===== config.mk =====
export PLATFORM = sky130hd
export DESIGN_NAME = mem_port_arbiter
export DESIGN_NICKNAME = d
export VERILOG_FILES = /design/src/rtl/mem_port_arbiter.sv
export SDC_FILE = /design/constraint.sdc
export NUM_CORES = 1
export LEC_CHECK = 0
export BUFFER_PORTS_ARGS = -buffer_cell sky130_fd_sc_hd__buf_2
export CAP_MARGIN = 0
export CORE_MARGIN = 4
export CORE_UTILIZATION = 25
export DETAILED_ROUTE_END_ITERATION = 8
export PLACE_DENSITY = 0.56
export SETUP_SLACK_MARGIN = 0.3
export SYNTH_ARGS = -nofsm -noshare
export SYNTH_HDL_FRONTEND = slang
export SYNTH_SLANG_ARGS = --single-unit

===== constraint.sdc =====
create_clock -name clk_i -period 1.51 [get_ports clk_i]
set_clock_uncertainty 0.2 [all_clocks]
set_input_delay 0.2265 -clock clk_i [delete_from_list [all_inputs] [get_ports clk_i]]
set_output_delay 0.2265 -clock clk_i [all_outputs]
set_load 0.01 [all_outputs]

===== src/rtl/mem_port_arbiter.sv =====
// Round-robin arbiter/sequencer sharing one memory port between instruction
// fetch (requester 0) and the load/store unit (requester 1).
module mem_port_arbiter #(
  parameter int unsigned AW      = 32,
  parameter int unsigned DW      = 32,
  parameter int unsigned TIMEOUT = 15
) (
  input  logic          clk_i,
  input  logic          rst_i,
  input  logic          req0_valid_i,
  input  logic [AW-1:0] req0_addr_i,
  input  logic          req0_we_i,
  input  logic [DW-1:0] req0_wdata_i,
  output logic          req0_ready_o,
  input  logic          req1_valid_i,
  input  logic [AW-1:0] req1_addr_i,
  input  logic          req1_we_i,
  input  logic [DW-1:0] req1_wdata_i,
  output logic          req1_ready_o,
  output logic          rsp0_valid_o,
  output logic          rsp1_valid_o,
  output logic [DW-1:0] rsp_rdata_o,
  output logic          rsp_err_o,
  output logic          mem_valid_o,
  output logic [AW-1:0] mem_addr_o,
  output logic          mem_we_o,
  output logic [DW-1:0] mem_wdata_o,
  input  logic          mem_ready_i,
  input  logic [DW-1:0] mem_rdata_i
);

  localparam int unsigned CW = (TIMEOUT == 32'd0) ? 1 : $clog2(TIMEOUT + 32'd1);
  localparam logic [CW-1:0] CNT_LAST = (TIMEOUT == 32'd0) ? '0 : CW'(TIMEOUT - 32'd1);
  localparam logic TO_EN = (TIMEOUT != 32'd0);

  typedef enum logic [1:0] {
    ST_IDLE = 2'd0,
    ST_BUSY = 2'd1,
    ST_RESP = 2'd2
  } state_e;

  state_e        state_q, state_d;
  logic          last_q, last_d;
  logic          owner_q, owner_d;
  logic [CW-1:0] cnt_q, cnt_d;
  logic [AW-1:0] mem_addr_q, mem_addr_d;
  logic          mem_we_q, mem_we_d;
  logic [DW-1:0] mem_wdata_q, mem_wdata_d;
  logic [DW-1:0] rsp_rdata_q, rsp_rdata_d;
  logic          rsp_err_q, rsp_err_d;

  logic win0_s, win1_s, accept_s, timeout_s;

  // On a tie the requester that was not served last wins.
  always_comb begin
    win0_s = 1'b0;
    win1_s = 1'b0;
    if (req0_valid_i && req1_valid_i) begin
      win0_s = last_q;
      win1_s = ~last_q;
    end else begin
      win0_s = req0_valid_i;
      win1_s = req1_valid_i;
    end
  end

  assign accept_s  = (state_q == ST_IDLE) && (win0_s || win1_s) && !rst_i;
  assign timeout_s = TO_EN && (cnt_q == CNT_LAST);

  // State register.
  always_ff @(posedge clk_i) begin
    if (rst_i) begin
      state_q <= ST_IDLE;
    end else begin
      state_q <= state_d;
    end
  end

  // Next-state logic; mem_ready wins over timeout in the final wait cycle.
  always_comb begin
    state_d = state_q;
    case (state_q)
      ST_IDLE: begin
        if (accept_s) begin
          state_d = ST_BUSY;
        end else begin
          state_d = ST_IDLE;
        end
      end
      ST_BUSY: begin
        if (mem_ready_i || timeout_s) begin
          state_d = ST_RESP;
        end else begin
          state_d = ST_BUSY;
        end
      end
      ST_RESP: state_d = ST_IDLE;
      default: state_d = ST_IDLE;
    endcase
  end

  // Handshake outputs decoded from state; ready is held low while in reset.
  always_comb begin
    req0_ready_o = 1'b0;
    req1_ready_o = 1'b0;
    mem_valid_o  = 1'b0;
    rsp0_valid_o = 1'b0;
    rsp1_valid_o = 1'b0;
    case (state_q)
      ST_IDLE: begin
        req0_ready_o = win0_s && !rst_i;
        req1_ready_o = win1_s && !rst_i;
      end
      ST_BUSY: mem_valid_o = 1'b1;
      ST_RESP: begin
        rsp0_valid_o = ~owner_q;
        rsp1_valid_o = owner_q;
      end
      default: begin
        mem_valid_o = 1'b0;
      end
    endcase
  end

  // Datapath next-state: latch on accept, capture result on BUSY exit.
  always_comb begin
    last_d      = last_q;
    owner_d     = owner_q;
    cnt_d       = cnt_q;
    mem_addr_d  = mem_addr_q;
    mem_we_d    = mem_we_q;
    mem_wdata_d = mem_wdata_q;
    rsp_rdata_d = rsp_rdata_q;
    rsp_err_d   = rsp_err_q;
    case (state_q)
      ST_IDLE: begin
        if (accept_s) begin
          owner_d     = win1_s;
          cnt_d       = '0;
          mem_addr_d  = win1_s ? req1_addr_i  : req0_addr_i;
          mem_we_d    = win1_s ? req1_we_i    : req0_we_i;
          mem_wdata_d = win1_s ? req1_wdata_i : req0_wdata_i;
        end else begin
          cnt_d = cnt_q;
        end
      end
      ST_BUSY: begin
        if (mem_ready_i) begin
          rsp_rdata_d = mem_rdata_i;
          rsp_err_d   = 1'b0;
        end else if (timeout_s) begin
          rsp_rdata_d = '0;
          rsp_err_d   = 1'b1;
        end else if (TO_EN) begin
          cnt_d = cnt_q + CW'(1);
        end else begin
          cnt_d = cnt_q;
        end
      end
      ST_RESP: last_d = owner_q;
      default: begin
        last_d = last_q;
      end
    endcase
  end

  // Datapath registers; reset abandons any in-flight access.
  always_ff @(posedge clk_i) begin
    if (rst_i) begin
      last_q      <= 1'b1;
      owner_q     <= 1'b0;
      cnt_q       <= '0;
      mem_addr_q  <= '0;
      mem_we_q    <= 1'b0;
      mem_wdata_q <= '0;
      rsp_rdata_q <= '0;
      rsp_err_q   <= 1'b0;
    end else begin
      last_q      <= last_d;
      owner_q     <= owner_d;
      cnt_q       <= cnt_d;
      mem_addr_q  <= mem_addr_d;
      mem_we_q    <= mem_we_d;
      mem_wdata_q <= mem_wdata_d;
      rsp_rdata_q <= rsp_rdata_d;
      rsp_err_q   <= rsp_err_d;
    end
  end

  assign mem_addr_o  = mem_addr_q;
  assign mem_we_o    = mem_we_q;
  assign mem_wdata_o = mem_wdata_q;
  assign rsp_rdata_o = rsp_rdata_q;
  assign rsp_err_o   = rsp_err_q;

endmodule

# Word level (Yosys, flattened, before mapping)
# Index checks and enable logic that the tools add are counted.
[word_totals]
mem_bits_ro = 0
wordCells = 53
memories = 0
ramBits = 0
regBits = 106
out_inout_bits = 103
input_bits = 167
latchBits = 0
[op_classes]
muxes = 21
mul = 0
div = 0
eq_ne = 6
n_addsub = 1
n_reduce_logical = 14
n_bitwise = 2
shift = 0
n_lt_le_gt_ge = 0
[op_table]
columns = ["operator", "count"]
rows = [
  ["32-bit two-way mux", 4],
  ["4-bit two-way mux", 3],
  ["1-bit two-way mux", 11],
  ["4-bit one-hot mux with 2 select lines", 1],
  ["2-bit inequality test (second input constant)", 3],
  ["1-bit logical AND", 5],
  ["4-bit by 1-bit adder with 4-bit output (second input constant)", 1],
  ["4-bit == test (second input constant)", 1],
  ["2-bit one-hot mux with 2 select lines", 1],
  ["2-bit AND reduction", 2],
  ["4-bit AND reduction", 1],
  ["2-bit nonzero test", 2],
  ["2-bit by 1-bit == test with 1-bit output (second input constant)", 1],
  ["2-bit == test (second input constant)", 1],
  ["2-bit logical NOT", 1],
  ["1-bit logical OR", 2],
  ["2-bit two-way mux", 1],
  ["1-bit NOT", 2],
  ["1-bit logical NOT", 1],
]

# Logic depth before layout (Yosys ltp)
# Gate-level depths: netlist of run 1.
[logic_depth]
depth_word = 7
depth_mapped = 6
ltp_nobuf = 5

# Worst setup path after synthesis of run 1
# No wires, ideal clock.
[synth_path]
kind = "flip-flop to flip-flop"
from = "register cnt_q[0]"
to = "register rsp_rdata_q[10], in the netlist rsp_rdata_o[10]"
arrival_time_ns = 1.344
path_buffers = 1
path_stages_with_launch = 7
period_less_slack_ns = 1.603
required_ns = 1.251
setup_slack_ns = -0.093
cell_sequence = "dfxtp_1 inv_1 ha_1 a31o_2 a21oi_4 buf_6 a22o_1"
[synth_via]
elab_chain_cells = 3
[synth_rtl]
columns = ["item", "line", "source"]
rows = [
  ["from (decl)", "45", "logic [CW-1:0] cnt_q, cnt_d;"],
  ["from (signal assigned)", "181", "cnt_q <= cnt_d;"],
  ["4-bit == test", "68", "assign timeout_s = TO_EN && (cnt_q == CNT_LAST);"],
  ["2-bit nonzero test (no source line)", "--", ""],
  ["2-bit AND reduction (no source line)", "--", ""],
  ["to (signal assigned)", "185", "rsp_rdata_q <= rsp_rdata_d;"],
  ["to (decl)", "49", "logic [DW-1:0] rsp_rdata_q, rsp_rdata_d;"],
]
# Every way passes these cells.
# A chain may end at the register's enable or synchronous reset.

# Worst setup path in the final report of run 1
[layout_path]
from = "register state_q[1]"
to = "output port req1_ready_o"
[layout_via]
elab_chain_cells = 2
[layout_rtl]
columns = ["item", "line", "source"]
rows = [
  ["from (decl)", "42", "state_e state_q, state_d;"],
  ["from (signal assigned)", "75", "state_q <= state_d;"],
  ["2-bit logical NOT", "109", "case (state_q)"],
  ["1-bit two-way mux", "109", ""],
  ["to (decl)", "19", "output logic req1_ready_o,"],
]
# Every way passes these cells.

==> results.sh, run 1 <==
export IMPL_ys_flop_type="dfxtp_1"
export IMPL_ys_types=39
export IMPL_drive_gt1_share_pct=56.65
export IMPL_post_synth_top_count_cell="nand2_1"
export IMPL_clk_latency_ps=360
export IMPL_async_flop_share_pct=0
export IMPL_p_switching_mw=2.356
export IMPL_postRouteAntennaNets=0
export IMPL_hp_start="req0_valid_i"
export IMPL_ys_top_cells_by_area="dfxtp_1 (45%), a311oi_2 (16%), nand2_1 (10%)"
export IMPL_fin_cells=1213
export IMPL_setup_viol=104
export IMPL_grt_first_pass_wirelength_um=32770
export IMPL_power_density_nw_per_um2=797.2
export IMPL_syn_area_um2=4761
export IMPL_cts_buffers_inserted=9
export IMPL_path_class="reg -> out"
export IMPL_pin_count=270
export IMPL_yosysSeqAreaShare_pct=44.57
export IMPL_synth_cells=496
export IMPL_synth_top_area_cell="dfxtp_1"
export IMPL_cp_end_kind="output port"
export IMPL_fin_nets=1142
export IMPL_syn_num_nets=665
export IMPL_worst_slack_ps=-202.9
export IMPL_cp_data_required_time_ps=1080
export IMPL_clk_pin_slew_ps=80
export IMPL_dpl_hpwl_um=11310
export IMPL_hold_depth=3
export IMPL_dr_pass1_iters=4
export IMPL_p_leak_nw=4.314
export IMPL_rsz0062_at_grt="yes"
export IMPL_fmax_mhz=583.8
export IMPL_relSlewSlack_pct=65.56
export IMPL_pwr_share_clk_pct=29.1
export IMPL_hold_path_class="in -> reg"
export IMPL_rr_worst_depth=7
export IMPL_cp_start_kind="register"
export IMPL_internal_power_mw=5.601
export IMPL_rows=50
export IMPL_total_power_mw=7.958
export IMPL_io_buffers=269
export IMPL_gp_congestion=0.7407
export IMPL_dp_cells=979
export IMPL_synth_top_area_share_pct=44.57
export IMPL_drc=0
export IMPL_viasPerCell=4.941
export IMPL_cts_tree="yes"
export IMPL_vias=5993
export IMPL_holdPathEnd="owner_q"
export IMPL_slowest_delay_ps=330
export IMPL_maxSlewViolCount=0
export IMPL_fin_crit_sh_pct=113.4
export IMPL_final_hold_violation_count=0
export IMPL_period_minus_slack_ps=1713
export IMPL_regToRegEndpoint="mem_addr_o[5]"
export IMPL_path_cells="buf_6 > nor2_4 > buf_12 > nand2_4 > nor2_4 > buf_6"
export IMPL_rr_startpoint="state_q[1]"
export IMPL_root_buffer="clkbuf_16"
export IMPL_finalWirelength_um=21820
export IMPL_rrSetupSlack_ps=-190
export IMPL_ys_top_cells_by_count="nand2_1 (131), dfxtp_1 (106), a21oi_1 (68)"
export IMPL_core_um2=18710
export IMPL_grtUsageTotal_pct=18.93
export IMPL_critPathSlowestCell="dfxtp_2"
export IMPL_areaGrowthSynthToFinish_pct=109.7
export IMPL_swShare_pct=29.61
export IMPL_grt_max_degree=42
export IMPL_grt_pass1_vias=6164
export IMPL_dieWidth_um=146.0
export IMPL_violations="setup timing"
export IMPL_synth_edf_count=0
export IMPL_fillers=1505
export IMPL_ctsHtreeMaxLevel=3
export IMPL_clockBufferDepth=2
export IMPL_ir_drop_uv=472.9
export IMPL_cp_arrival_ps=1290
export IMPL_numClockSinks=106
export IMPL_die_area_um2=21310
export IMPL_tightest_slew_ps=516.6
export IMPL_die_y_um=146.0
export IMPL_grt_overflow=0
export IMPL_start_util_pct=25.45
export IMPL_drt_iter0_drc=238
export IMPL_antenna_found_initial=0
export IMPL_worst_path_max_fanout=4
export IMPL_max_cap_viol_count=0
export IMPL_avgSynthCellArea_um2=9.598
export IMPL_pwr_share_comb_pct=30.9
export IMPL_outcome="finished, violations left"
export IMPL_ys_warnings_count=0
export IMPL_wl_per_cell_um=17.99
export IMPL_pwr_share_seq_pct=40.0
export IMPL_ys_ff_latch=106
## registers in the layout, indices dropped and copies added, names as in the netlist, 2 cells and up
signal and cells:
cnt_q 4, state_q 2, mem_addr_o 32, rsp_rdata_o 32, mem_wdata_o 32
## critical path, delay by kind of cell (launching register included)
family / cells / cell delay (ps)
buffers and inverters: 3 / 350
flip-flops: 1 / 330
AND/OR/NAND/NOR: 3 / 250
## power by group through the flow
stage	combinational (mW)	clock (mW)	sequential, mW
CTS	2.30	2.39	3.18
detailed placement	1.55	0	3.16
floorplan	0.825	0	3.25
global route	2.62	2.49	3.21
global placement	1.55	0	3.16
finish	2.46	2.32	3.19
## area by class of cell
class	instances	area (um2)	area share, %
Clock buffer	9	225.2	2.256
Multi-Input combinational cell	336	2489	24.93
Tap cell	234	292.8	2.933
Inverter	4	17.52	0.1755
Antenna cell	1	2.502	0.02507
Timing Repair Buffer	516	4643	46.52
Sequential cell	106	2253	22.57
Clock inverter	7	58.81	0.5891
## cell usage in the layout, fill, tap and decap left out, types with 10 or more instances in the layout
cell type      instances
a21oi_1               66
a22o_1                32
a311oi_1              10
a311oi_2              55
buf_12                17
buf_2                166
buf_4                 49
buf_6                115
clkbuf_16             11
dfxtp_2              102
dlygate4sd3_1        162
nand2_1              130
## timing repair
item / in CTS / in global routing
setup endpoints to repair: 209 / 209
cloned: 6 / 2
buffers inserted: 29 / 18
endpoints found under the hold margin: 97 / 0
hold buffers: 162 / 0
pin swaps: 7 / 8
resized for setup: 224 / 22
## layer usage
layer / GRT usage [%] / up-vias / part of all wire [%]
met5: 0 / - / 0
met4: 7.949 / 0 / 3.4
met3: 5.512 / 63 / 7.4
met2: 34.10 / 307 / 51
met1: 20.76 / 2837 / 39
li1: - / 2786 / -
## metrics by stage
stage | setup WS [ps] | hold WS [ps] | TNS, ps | cell area, um2 | utilization, %
CTS | -235.5 | 25.09 | -14650 | 9664 | 51.67
finish | -202.9 | 59.31 | -13790 | 9982 | 53.36
detailed placement | -447.7 | 239.7 | -18170 | 6540 | 34.96
floorplan | 22.79 | 123.1 | 0 | 4897 | -
global route | -254.8 | 51.56 | -19150 | 9980 | 53.35
global placement | -401.9 | 236.1 | -16970 | 6540 | 34.96
## worst max-delay path by stage
stage	end	slack [ps]	start
5_1_grt	req1_ready_o	-250	state_q[1]
4_1_cts	req1_ready_o	-240	state_q[1]
3_5_place_dp	rsp_rdata_o[15]	-450	cnt_q[0]
3_3_place_gp	rsp_rdata_o[9]	-400	cnt_q[0]
2_1_floorplan	cnt_q[0]	20	cnt_q[0]
6_report	req1_ready_o	-200	state_q[1]
## cell families after synthesis
group	count (synthesis)	synth area share [%]
AO/OA/AOI/OAI	179	34.38
AND/OR/NAND/NOR	152	13.01
flip-flops	106	44.57
buffers and inverters	55	7.070
multiplexers	2	0.4468
adder cells (fa/ha/maj)	2	0.5255
Note: power is estimated with default switching activity, not from simulation.
==> inputs of run 2 (changes only) <==
--- a/config.mk
+++ b/config.mk
@@ -11,6 +11,7 @@
 export CORE_UTILIZATION = 25
 export DETAILED_ROUTE_END_ITERATION = 8
 export PLACE_DENSITY = 0.56
+export RECOVER_POWER = 100
 export SETUP_SLACK_MARGIN = 0.3
 export SYNTH_ARGS = -nofsm -noshare
 export SYNTH_HDL_FRONTEND = slang
==> run 2 against run 1 <==
  * The run still ends with setup timing left
  * Critical endpoint unchanged
  * Worst setup slack improved by 2.1 ps
  * Utilization is 0.68 points lower
  * Via count decreased by 0.77%
  * Largest power group unchanged
  * Combinational power barely moved
  * Hold slack worse by 0.94 ps
==> results.sh, run 2 (same netlist as run 1, synthesis figures left out) <==
export IMPL_finalWirelength_um=21790
export IMPL_p_leak_nw=4.276
export IMPL_ir_drop_uv=473.4
export IMPL_cts_tree="yes"
export IMPL_drt_iter0_drc=235
export IMPL_drc=0
export IMPL_maxSlewViolCount=0
export IMPL_period_minus_slack_ps=1711
export IMPL_hold_path_class="in -> reg"
export IMPL_power_density_nw_per_um2=802.9
export IMPL_antenna_found_initial=0
export IMPL_layout_commonest_cell="buf_2"
export IMPL_p_switching_mw=2.356
export IMPL_total_power_mw=7.913
export IMPL_cts_buffers_inserted=9
export IMPL_fin_util_pct=52.68
export IMPL_worst_path_max_fanout=4
export IMPL_drive_gt1_share_pct=46.52
export IMPL_rows=50
export IMPL_io_buffers=269
export IMPL_wl_per_cell_um=17.96
export IMPL_root_buffer="clkbuf_16"
export IMPL_place_area_um2=6540
export IMPL_grt_first_pass_wirelength_um=32770
export IMPL_die_y_um=146.0
export IMPL_setup_viol=104
export IMPL_cp_data_required_time_ps=1080
export IMPL_dpl_hpwl_um=11310
export IMPL_cp_startpoint="state_q[1]"
export IMPL_internal_power_mw=5.556
export IMPL_hp_start="req0_valid_i"
export IMPL_dieWidth_um=146.0
export IMPL_cp_end_kind="output port"
export IMPL_swShare_pct=29.78
export IMPL_start_util_pct=25.45
export IMPL_worst_slack_ps=-200.9
export IMPL_fin_crit_sh_pct=113.3
export IMPL_tightest_slew_ps=521.8
export IMPL_clockBufferDepth=2
export IMPL_cp_start_kind="register"
export IMPL_clk_latency_ps=350
export IMPL_multi_input_area_um2=2484
export IMPL_areaGrowthSynthToFinish_pct=107.0
export IMPL_rr_startpoint="cnt_q[0]"
export IMPL_relSlewSlack_pct=65.21
export IMPL_grt_pass1_vias=6164
export IMPL_final_cell_mix="buf_2 (166), dlygate4sd3_1 (162), nand2_1 (130)"
export IMPL_fmax_mhz=584.5
export IMPL_grt_overflow=0
export IMPL_core_um2=18710
export IMPL_vias=5947
export IMPL_fin_nets=1142
export IMPL_pwr_share_comb_pct=30.9
export IMPL_pin_count=270
export IMPL_violations="setup timing"
export IMPL_fillers=1548
export IMPL_rsz0062_at_grt="yes"
export IMPL_die_area_um2=21310
export IMPL_regArea_um2=2131
export IMPL_dr_pass1_iters=4
export IMPL_dp_cells=979
export IMPL_outcome="finished, violations left"
export IMPL_cp_arrival_ps=1280
export IMPL_final_hold_violation_count=0
export IMPL_fin_cells=1213
export IMPL_fin_area_um2=9854
export IMPL_clk_pin_slew_ps=80
export IMPL_numClockSinks=106
export IMPL_ctsHtreeMaxLevel=3
export IMPL_max_cap_viol_count=0
export IMPL_viasPerCell=4.903
export IMPL_post_place_ws_ps=-447.7
export IMPL_gp_congestion=0.7407
export IMPL_pwr_share_clk_pct=29.3
export IMPL_postRouteAntennaNets=0
export IMPL_grtUsageTotal_pct=18.93
export IMPL_grt_max_degree=42
export IMPL_pwr_share_seq_pct=39.8
export IMPL_path_class="reg -> out"
-- run 2: cell count changes in the layout (fill, tap and decap cells not counted) --
cell     previous run  this run
a22oi_1             0         1
dfxtp_1             3       101
dfxtp_2           102         4
a22oi_2             1         0
-- run 2: metrics by stage --
step,TNS [ps],hold slack (ps)
2_1_floorplan,0,123.1
3_5_place_dp,-18170,239.7
3_3_place_gp,-16970,236.1
4_1_cts,-14650,25.09
5_1_grt,-18940,51.56
6_report,-13230,58.37
-- run 2: critical path: stages, from the launching register on --
cell and delay, ps:
dfxtp_2 330, buf_6 120, nor2_4 120, buf_12 120
nand2_4 50, nor2_4 80, buf_6 110
-- run 2: per-layer routing --
layer | vias up | part of all wire, % | track usage (%)
met3 | 59 | 7.1 | 5.512
met4 | 0 | 3.2 | 7.949
met2 | 275 | 51 | 34.10
met1 | 2824 | 39 | 20.76
met5 | - | 0 | 0
li1 | 2789 | - | -
-- run 2: cell type report --
cell class | count | share of cell area (%)
diodes | 1 | 0.02539
clock buffers | 9 | 2.285
clock inverters | 7 | 0.5967
inverters | 4 | 0.1778
multi-input cells | 336 | 25.20
flip-flops and latches | 106 | 21.62
well taps | 234 | 2.971
repair buffers | 516 | 47.12
-- run 2: path summary, 6_finish.rpt --
kind	slack (ps)	to	depth (start not counted)
setup / recovery	-200	req1_ready_o	6
hold reg to reg	310	rsp_rdata_o[19]	1
setup reg to reg	-190	cnt_q[0]	6
hold / removal	60	owner_q	3
-- run 2: power by group through the flow --
stage / Clock, mW / Combinational, mW / Sequential, mW
2_1_floorplan: 0 / 0.825 / 3.25
3_3_place_gp: 0 / 1.55 / 3.16
3_5_place_dp: 0 / 1.55 / 3.16
4_1_cts: 2.39 / 2.30 / 3.18
5_1_grt: 2.49 / 2.61 / 3.17
6_report: 2.32 / 2.45 / 3.15
-- run 2: timing repair --
item / 4_1_cts / 5_1_grt
cloned: 6 / 2
endpoints found under the hold margin: 97 / 0
setup endpoints to repair: 209 / 209
hold buffers: 162 / 0
pin swaps: 7 / 8
resized for setup: 224 / 22
setup buffers: 29 / 18
